`config.mk`:
```
export PLATFORM = sky130hd
export DESIGN_NAME = bcd_count_seq_ctrl
export DESIGN_NICKNAME = d
export VERILOG_FILES = /design/src/rtl/bcd_disp_pkg.sv /design/src/rtl/btn_sync_edge.sv /design/src/rtl/bcd_count_seq_ctrl.sv
export SDC_FILE = /design/constraint.sdc
export NUM_CORES = 1
export LEC_CHECK = 0
export BUFFER_PORTS_ARGS = -buffer_cell sky130_fd_sc_hd__buf_4
export CORE_UTILIZATION = 33
export CTS_CLUSTER_DIAMETER = 200
export DETAILED_ROUTE_END_ITERATION = 7
export GPL_ROUTABILITY_DRIVEN = 0
export GPL_TIMING_DRIVEN = 0
export PLACE_DENSITY = 0.47
export SYNTH_ARGS = -nofsm -noshare
export SYNTH_HDL_FRONTEND = slang
export SYNTH_HIERARCHICAL = 1
export SYNTH_SLANG_ARGS = --single-unit
```
`constraint.sdc`:
```
create_clock -name clk -period 4.01 [get_ports clk]
set_input_delay 0.2005 -clock clk [delete_from_list [all_inputs] [get_ports clk]]
set_output_delay 0.2005 -clock clk [all_outputs]
set_load 0.02 [all_outputs]
```
`src/rtl/bcd_disp_pkg.sv`:
```
// rtl/bcd_disp_pkg.sv - shared types and BCD helpers for the two-digit display counter
package bcd_disp_pkg;

  typedef enum logic [1:0] {
    IDLE  = 2'd0,
    RUN   = 2'd1,
    PAUSE = 2'd2,
    DONE  = 2'd3
  } state_e;

  typedef logic [3:0] bcd_digit_t;

  typedef struct packed {
    bcd_digit_t tens;
    bcd_digit_t ones;
  } bcd_pair_t;

  // Two-digit BCD increment; 99 rolls to 00 (never reached inside legal bounds).
  function automatic bcd_pair_t bcd_inc2(bcd_pair_t v);
    bcd_pair_t r;
    r = v;
    if (v.ones == 4'd9) begin
      r.ones = 4'd0;
      r.tens = (v.tens == 4'd9) ? 4'd0 : v.tens + 4'd1;
    end else begin
      r.ones = v.ones + 4'd1;
    end
    return r;
  endfunction

  // Two-digit BCD decrement; 00 rolls to 99 (never reached inside legal bounds).
  function automatic bcd_pair_t bcd_dec2(bcd_pair_t v);
    bcd_pair_t r;
    r = v;
    if (v.ones == 4'd0) begin
      r.ones = 4'd9;
      r.tens = (v.tens == 4'd0) ? 4'd9 : v.tens - 4'd1;
    end else begin
      r.ones = v.ones - 4'd1;
    end
    return r;
  endfunction

  // Decimal constant to a BCD pair, used for the bound parameters.
  function automatic bcd_pair_t to_bcd2(int unsigned v);
    bcd_pair_t r;
    r.tens = 4'(v / 10);
    r.ones = 4'(v % 10);
    return r;
  endfunction

  // Parameter legality, evaluated at elaboration by the top.
  function automatic bit params_ok(int tick_div, int min_val, int max_val, int wrap);
    return (tick_div >= 2) && (min_val >= 0) && (min_val <= 98) &&
           (min_val < max_val) && (max_val <= 99) && (wrap >= 0) && (wrap <= 1);
  endfunction

endpackage

```
`src/rtl/btn_sync_edge.sv`:
```
// rtl/btn_sync_edge.sv - two-flop synchroniser plus rising-edge one-cycle pulse
module btn_sync_edge (
  input  logic clk,
  input  logic rst,
  input  logic btn_i,
  output logic pulse_o
);

  logic [1:0] sync_q;
  logic       prev_q;

  // Synchronise the raw level, then remember the last synchronised value.
  always_ff @(posedge clk or posedge rst) begin
    if (rst) begin
      sync_q <= 2'b00;
      prev_q <= 1'b0;
    end else begin
      sync_q <= {sync_q[0], btn_i};
      prev_q <= sync_q[1];
    end
  end

  assign pulse_o = sync_q[1] & ~prev_q;

endmodule

```
`src/rtl/bcd_count_seq_ctrl.sv`:
```
// rtl/bcd_count_seq_ctrl.sv - run/pause/clear controller for the bounded two-digit BCD counter
module bcd_count_seq_ctrl
  import bcd_disp_pkg::*;
#(
  parameter int TICK_DIV = 25000000,
  parameter int MIN_VAL  = 5,
  parameter int MAX_VAL  = 14,
  parameter int WRAP     = 1
) (
  input  logic       clk,
  input  logic       rst,
  input  logic       btn_start,
  input  logic       btn_stop,
  input  logic       btn_clear,
  input  logic       up_dn,
  output logic [3:0] ones,
  output logic [3:0] tens,
  output logic       blank,
  output logic       running,
  output logic       done
);

  localparam int        PW      = $clog2(TICK_DIV);
  localparam bcd_pair_t MIN_BCD = to_bcd2(MIN_VAL);
  localparam bcd_pair_t MAX_BCD = to_bcd2(MAX_VAL);

  if (!params_ok(TICK_DIV, MIN_VAL, MAX_VAL, WRAP)) begin : g_bad_params
    $error("bcd_count_seq_ctrl: illegal TICK_DIV/MIN_VAL/MAX_VAL/WRAP combination");
  end

  logic sta_p, stp_p, clr_p;

  btn_sync_edge u_start (.clk(clk), .rst(rst), .btn_i(btn_start), .pulse_o(sta_p));
  btn_sync_edge u_stop  (.clk(clk), .rst(rst), .btn_i(btn_stop),  .pulse_o(stp_p));
  btn_sync_edge u_clear (.clk(clk), .rst(rst), .btn_i(btn_clear), .pulse_o(clr_p));

  state_e         state_q, state_d;
  bcd_pair_t      cnt_q, cnt_d;
  logic [PW-1:0]  presc_q, presc_d;
  logic           blank_q, running_q, done_q;
  logic           tick;
  logic           hit;

  assign tick = (state_q == RUN) && (presc_q == PW'(TICK_DIV - 1));

  // Next state, next count and prescaler; clear beats stop, stop beats start.
  always_comb begin
    state_d = state_q;
    cnt_d   = cnt_q;
    hit     = 1'b0;
    if (clr_p) begin
      state_d = IDLE;
      cnt_d   = MIN_BCD;
    end else begin
      unique case (state_q)
        IDLE, PAUSE: begin
          if (sta_p && !stp_p) state_d = RUN;
        end
        RUN: begin
          if (tick) begin
            if (up_dn) begin
              if (cnt_q != MAX_BCD)  cnt_d = bcd_inc2(cnt_q);
              else if (WRAP != 0)    cnt_d = MIN_BCD;
              else                   hit   = 1'b1;
            end else begin
              if (cnt_q != MIN_BCD)  cnt_d = bcd_dec2(cnt_q);
              else if (WRAP != 0)    cnt_d = MAX_BCD;
              else                   hit   = 1'b1;
            end
          end
          // A stop on the tick edge still lets the count step, then pauses.
          if (stp_p)    state_d = PAUSE;
          else if (hit) state_d = DONE;
        end
        DONE: ;
      endcase
    end
    // Prescaler only advances while staying in RUN, so every entry restarts at 0.
    if (state_q != RUN || state_d != RUN || tick) presc_d = '0;
    else                                          presc_d = presc_q + PW'(1);
  end

  // State, count, prescaler and registered status flags.
  always_ff @(posedge clk or posedge rst) begin
    if (rst) begin
      state_q   <= IDLE;
      cnt_q     <= MIN_BCD;
      presc_q   <= '0;
      blank_q   <= 1'b1;
      running_q <= 1'b0;
      done_q    <= 1'b0;
    end else begin
      state_q   <= state_d;
      cnt_q     <= cnt_d;
      presc_q   <= presc_d;
      blank_q   <= (state_d == IDLE);
      running_q <= (state_d == RUN);
      done_q    <= (state_d == DONE);
    end
  end

  assign tens    = cnt_q.tens;
  assign ones    = cnt_q.ones;
  assign blank   = blank_q;
  assign running = running_q;
  assign done    = done_q;

endmodule

```
==> results.toml, run 1 <==
[pwr]
p_sw_frac = 0.2916
cellPowerDensity_nw_per_um2 = 394.3
clock_power_share = 0.326
power_mw = 1.102
p_int_mw = 0.7807
p_leak_nw = 1.199
max-vdd-ir-drop_mv = 0.1768
power_frac_seq = 0.485
p_comb_frac = 0.189
power_switching_mw = 0.3213

[routing]
wl_met2_mm = 2.272
ant_nets = 0
firstDrtPassIters = 4
vias = 1802
vias_per_cell = 4.910
drt_iter0_markers = 53
wirelength_mm = 4.856
wl_met1_mm = 2.382
routedWlPerCell_um = 13.23
drc_errors = 0
highest_layer = "met4"
dr_wl_met3_um = 132

[clocking]
post_cts_buffers = 0
clk_pin_slew_worst_paths_ps = 90
cts_buffers = 5
post_cts_resized = 0
clock_latency_ps = 300
clockRootBuffer = "clkbuf_8"
holdBufCountCts = 4
cts_tree = "built"
clkSinkCount = 47
htree_levels = 2
cts.path.max_buffers = 2

[placement]
hpwl_mm = 3.432
port_buffers = 15
pre_cts_ws_ps = 1644

[yosys]
async_flop_share = 1.000
synth_edf_count = 0
synth_cell_type_count = 50
synth_top_area_frac = 0.4576
yosys-top-cells-area = "dfrtp_1 46%, nor2_1 6.7%, xor2_1 5.8%, dfstp_2 3.3%, xnor2_1 3.3%"
ys_ff_latch = 47
syn-num-nets = 254
yosysMostFrequentCell = "dfrtp_1"
synth_cells = 244
synth_common_cells = "44 x dfrtp_1, 43 x nor2_1, 16 x xor2_1"
ys_seq_area_frac = 0.4904
synth.largest_area_cell = "dfrtp_1"
synth_top_flop_cell = "dfrtp_1"
syn_avg_cell_area_um2 = 9.861
ys_warn_count = 6
netlist_area_um2 = 2406

[setup_path]
cp-end-kind = "flop"
slowest_delay_ps = 480
worst-path-buf-inv = 1
critical_path_class = "reg2reg"
crit_arrival_ps = 2650
cp_max_fo = 6
crit_family = "simple AND/OR/NAND/NOR gates"
cp-start-kind = "flop"
slowest_stage = "or3b_2"
crit_chain = "inv_1, ha_1, or3b_2, o211ai_1, o21ai_1, or3_4, o31ai_1"
critPathRequiredTime_ps = 4220

[sta]
tightest_slew_ps = 1304
slew_headroom = 0.1225
max_freq_mhz = 409.9
drv_slew = 0
rsz0062_at_grt = "false"
hold_viol = 0
fin_tns_setup_ps = 0
finalSetupViolCount = 0
whs_ps = 337.6
period_share = 0.6084
finClkSkew_ps = 7.228
worst_slack_ps = 1570
fin_crit_ps = 2440

[run]
max_cap_violations = 0

[grt]
grt_usage = 0.1481
grt_pass1_wl_mm = 8.721
grt_pass1_vias = 1880
overflow = 0
grt_antenna_before_repair = 0
grt_max_degree = 39

[die]
die_h_um = 87.39
die_area_um2 = 7636
dieWidth_um = 87.39
ios = 17
start_util = 0.3484
placementRows = 30
core_area_um2 = 6907

[layout]
drive_above_1_share = 0.1550
insertedDiodeCount = 0
nNetsFinal = 280
area.growth.synth_to_final_pct = 16.17

[run_status]
run_status = "complete, no violations"

[worst_hold_path]
hold_class = "in2async"
flip-flops by register name, indices dropped and copies added, names as in the netlist:
signal and flops:
u_clear/sync_q 2, running 1, u_clear/prev_q 1, u_start/sync_q 2
ones 4, done 1, u_stop/prev_q 1, state_q 2
blank 1, u_stop/sync_q 2, tens 4, presc_q 25
u_start/prev_q 1
routing by layer:
layer  track usage  vias up
met5             0        -
met4       0.05067        0
met3       0.03507        7
met2        0.2401       24
met1        0.1938      871
li1              -      900
cells in the final DEF (no fill, tap or decap), types with 2 or more instances in the layout:
cell / instances
nor2_1: 43
dlygate4sd3_1: 4
o32a_1: 2
and3_1: 6
and4_1: 2
inv_1: 10
nor4_1: 4
and3_2: 2
nor3_1: 5
dfstp_2: 3
nand2b_1: 3
o32ai_1: 2
buf_4: 15
mux2i_1: 2
buf_2: 2
nor2b_1: 2
clkbuf_1: 7
ha_1: 4
a211oi_1: 2
o211ai_1: 2
nor2b_4: 3
a21oi_1: 9
dfrtp_1: 44
nand2_1: 13
xnor2_1: 9
clkbuf_8: 5
o21ai_0: 7
nand3_1: 8
xor2_1: 16
nand4_1: 8
worst paths after layout:
check | from | end | slack (ps) | depth (start not counted)
min in group clk | u_clear/sync_q[0] | u_clear/sync_q[1] | 350 | 0
worst min register to register | u_clear/sync_q[0] | u_clear/sync_q[1] | 350 | 0
max in group asynchronous | rst | presc_q[14] | 2860 | 3
worst min-delay path | rst | u_stop/sync_q[1] | 340 | 3
worst max-delay path | ones[1] | tens[1] | 1570 | 7
worst max register to register | ones[1] | tens[1] | 1570 | 7
cells by family after synthesis:
family | share of synthesized area
AOI/OAI and AO/OA | 0.1040
xor gates and xnor gates | 0.09100
adders and majority gates | 0.02080
buffers and inverters | 0.03224
DFF | 0.4904
muxes | 0.008321
and+or+nand+nor | 0.2533
power by group through the flow:
stage               clock network [mW]  logic, mW  registers [mW]
global placement                     0      0.207           0.543
floorplan                            0      0.126           0.557
finish                           0.359      0.209           0.534
detailed placement                   0      0.207           0.544
CTS                              0.378      0.211           0.534
global route                     0.399      0.233           0.540
area by class of cell:
class / instances / area (um^2)
fill: 729 / 4111
sequential: 47 / 1180
multi-input combinational: 177 / 1149
timing repair buffer: 19 / 152.6
tap: 96 / 120.1
clock buffer: 5 / 68.82
clock inverter: 3 / 47.55
inverter: 11 / 41.29
buffer: 9 / 36.28
stage by stage:
| stage | area (um^2) | utilization | std cells |
|---|---|---|---|
| after floorplan | 2406 | - | 244 |
| after global placement | 2639 | 0.3821 | 355 |
| after detailed placement | 2639 | 0.3821 | 355 |
| after CTS | 2795 | 0.4047 | 367 |
| after global routing | 2795 | 0.4047 | 367 |
| final | 2795 | 0.4047 | 367 |
worst reg2reg max path, stage by stage (launching register included):
cell      delay (ps)
dfrtp_1          450
inv_1            140
ha_1             280
or3b_2           480
o211ai_1         130
o21ai_1          220
or3_4            400
o31ai_1          250
Note: power is estimated with default switching activity, not from simulation.
==> run 2: changes to the inputs <==
- clock period: 4.01 -> 2.25 ns (I/O delays scaled with it)
==> results.toml, run 2 (synthesis results as in run 1) <==
[run_status]
run_status = "complete, no violations"

[routing]
firstDrtPassIters = 4
routedWlPerCell_um = 13.50
vias_per_cell = 4.900
drc_errors = 0
vias = 1818
drt_iter0_markers = 53
wirelength_mm = 5.008
ant_nets = 0

[die]
start_util = 0.3484
die_h_um = 87.39
die_area_um2 = 7636
core_area_um2 = 6907
ios = 17
placementRows = 30
dieWidth_um = 87.39

[setup_path]
crit_family = "compound AO/OA/AOI/OAI gates"
critPathRequiredTime_ps = 2430
cp_max_fo = 6
r2r_slack_ps = 60
critical_path_class = "reg2reg"
crit_chain = "inv_4, ha_4, or3b_2, o211ai_1, o21ai_2, buf_4, o311ai_2, o31ai_4"
worst-path-buf-inv = 2
slowest_delay_ps = 460
crit_arrival_ps = 2360
slowest_stage = "dfrtp_2"
cp-end-kind = "flop"
reg2reg_from = "ones[1]"
r2r_end = "tens[1]"
cp-start-kind = "flop"
reg2reg_depth = 8

[layout]
largest_reg_flops = 25
insertedDiodeCount = 0
nNetsFinal = 284
regMostFlops = "presc_q"
nFillCells = 723
post-route-util = 0.4205
final_cell_mix = "42 x nor2_1, 42 x dfrtp_1, 20 x buf_4"
register_area_um2 = 1182
drive_above_1_share = 0.2218
multi_input_area_um2 = 1216
final_area_um2 = 2904
area.growth.synth_to_final_pct = 20.70

[sta]
worst_slack_ps = 64.80
fin_crit_ps = 2185
whs_ps = 249.4
finalSetupViolCount = 0
max_freq_mhz = 457.6
hold_viol = 0
slew_headroom = 0.4574
finClkSkew_ps = 6.767
tightest_slew_ps = 812.7
period_share = 0.9712
drv_slew = 0

[clocking]
clkSinkCount = 47
clockRootBuffer = "clkbuf_8"
clk_pin_slew_worst_paths_ps = 90
htree_levels = 2
cts_buffers = 5
clock_latency_ps = 300
cts_tree = "built"
cts.path.max_buffers = 2

[grt]
grt_max_degree = 39
grt_pass1_wl_mm = 8.797
met1_usage = 0.1956
grt_pass1_vias = 1886
met2_usage = 0.2408
globalRouteMet3Util = 0.03507
top_usage_layer = "met2"
grt_usage = 0.1489
overflow = 0
grt_antenna_before_repair = 0

[pwr]
p_int_mw = 1.424
power_frac_seq = 0.471
power_mw = 2.022
power_switching_mw = 0.5980
p_sw_frac = 0.2958
cellPowerDensity_nw_per_um2 = 696.1
p_comb_frac = 0.212
clock_power_share = 0.317
max-vdd-ir-drop_mv = 0.3152
p_leak_nw = 1.235

[run]
max_cap_violations = 0

[placement]
pre_cts_ws_ps = -116.0
placed_area_um2 = 2639
port_buffers = 15
hpwl_mm = 3.432

[worst_hold_path]
hold_class = "in2async"
[run 2: cell types whose count changed in the layout (fill, tap and decap cells not counted), moves of 2 or more]
cell / change
inv_1: -2
dfrtp_1: -2
nor4_2: +2
clkbuf_2: +2
nor4_1: -2
buf_4: +5
clkbuf_1: -3
dfrtp_2: +2
[run 2: final cells by class]
| class | count | area share |
|---|---|---|
| plain buffers | 7 | 0.01034 |
| clock buffers | 5 | 0.02370 |
| clock inverters | 3 | 0.01637 |
| inverters | 11 | 0.01508 |
| multi-input cells | 177 | 0.4188 |
| flip-flops and latches | 47 | 0.4072 |
| well taps | 96 | 0.04136 |
| repair buffers | 25 | 0.06721 |
[run 2: metrics by stage]
stage / TNS (ps) / std cells
global route: -19.55 / 371
CTS: 0 / 367
floorplan: 0 / 244
global placement: -413.7 / 355
finish: 0 / 371
detailed placement: -208.0 / 355
[run 2: tightest hold or removal path, stage by stage]
cell           delay, ps
dlygate4sd3_1        540
buf_4                150
inv_1                100
[run 2: what timing repair did]
item / CTS / global route
setup buffers: 0 / 6
cloned: 0 / 0
hold buffers: 4 / 0
pin swaps: 0 / 2
hold endpoints to repair: 12 / 0
endpoints found under the setup margin: 6 / 10
gates resized for setup: 5 / 14
[run 2: worst max path at each step]
stage / start / to / depth (start not counted) / slack [ps]
detailed placement: ones[1] / tens[1] / 7 / -120
global route: ones[1] / tens[1] / 8 / -20
finish: ones[1] / tens[1] / 8 / 60
floorplan: ones[1] / tens[1] / 7 / 60
global placement: ones[1] / tens[1] / 7 / -160
CTS: presc_q[15] / tens[1] / 5 / 8
[run 2: layer usage]
metal / part of all wire / wire length [um] / up-vias
li1: - / - / 906
met1: 0.50 / 2501 / 883
met2: 0.46 / 2316 / 22
met3: 0.024 / 121 / 7
met4: 0.014 / 68 / 0
met5: 0 / 0 / -
[run 2: power groups by stage]
stage / clock (mW) / sequential [mW] / combinational (mW)
floorplan: 0 / 0.992 / 0.224
global placement: 0 / 0.967 / 0.368
detailed placement: 0 / 0.969 / 0.370
CTS: 0.673 / 0.953 / 0.389
global route: 0.710 / 0.963 / 0.471
finish: 0.641 / 0.953 / 0.428
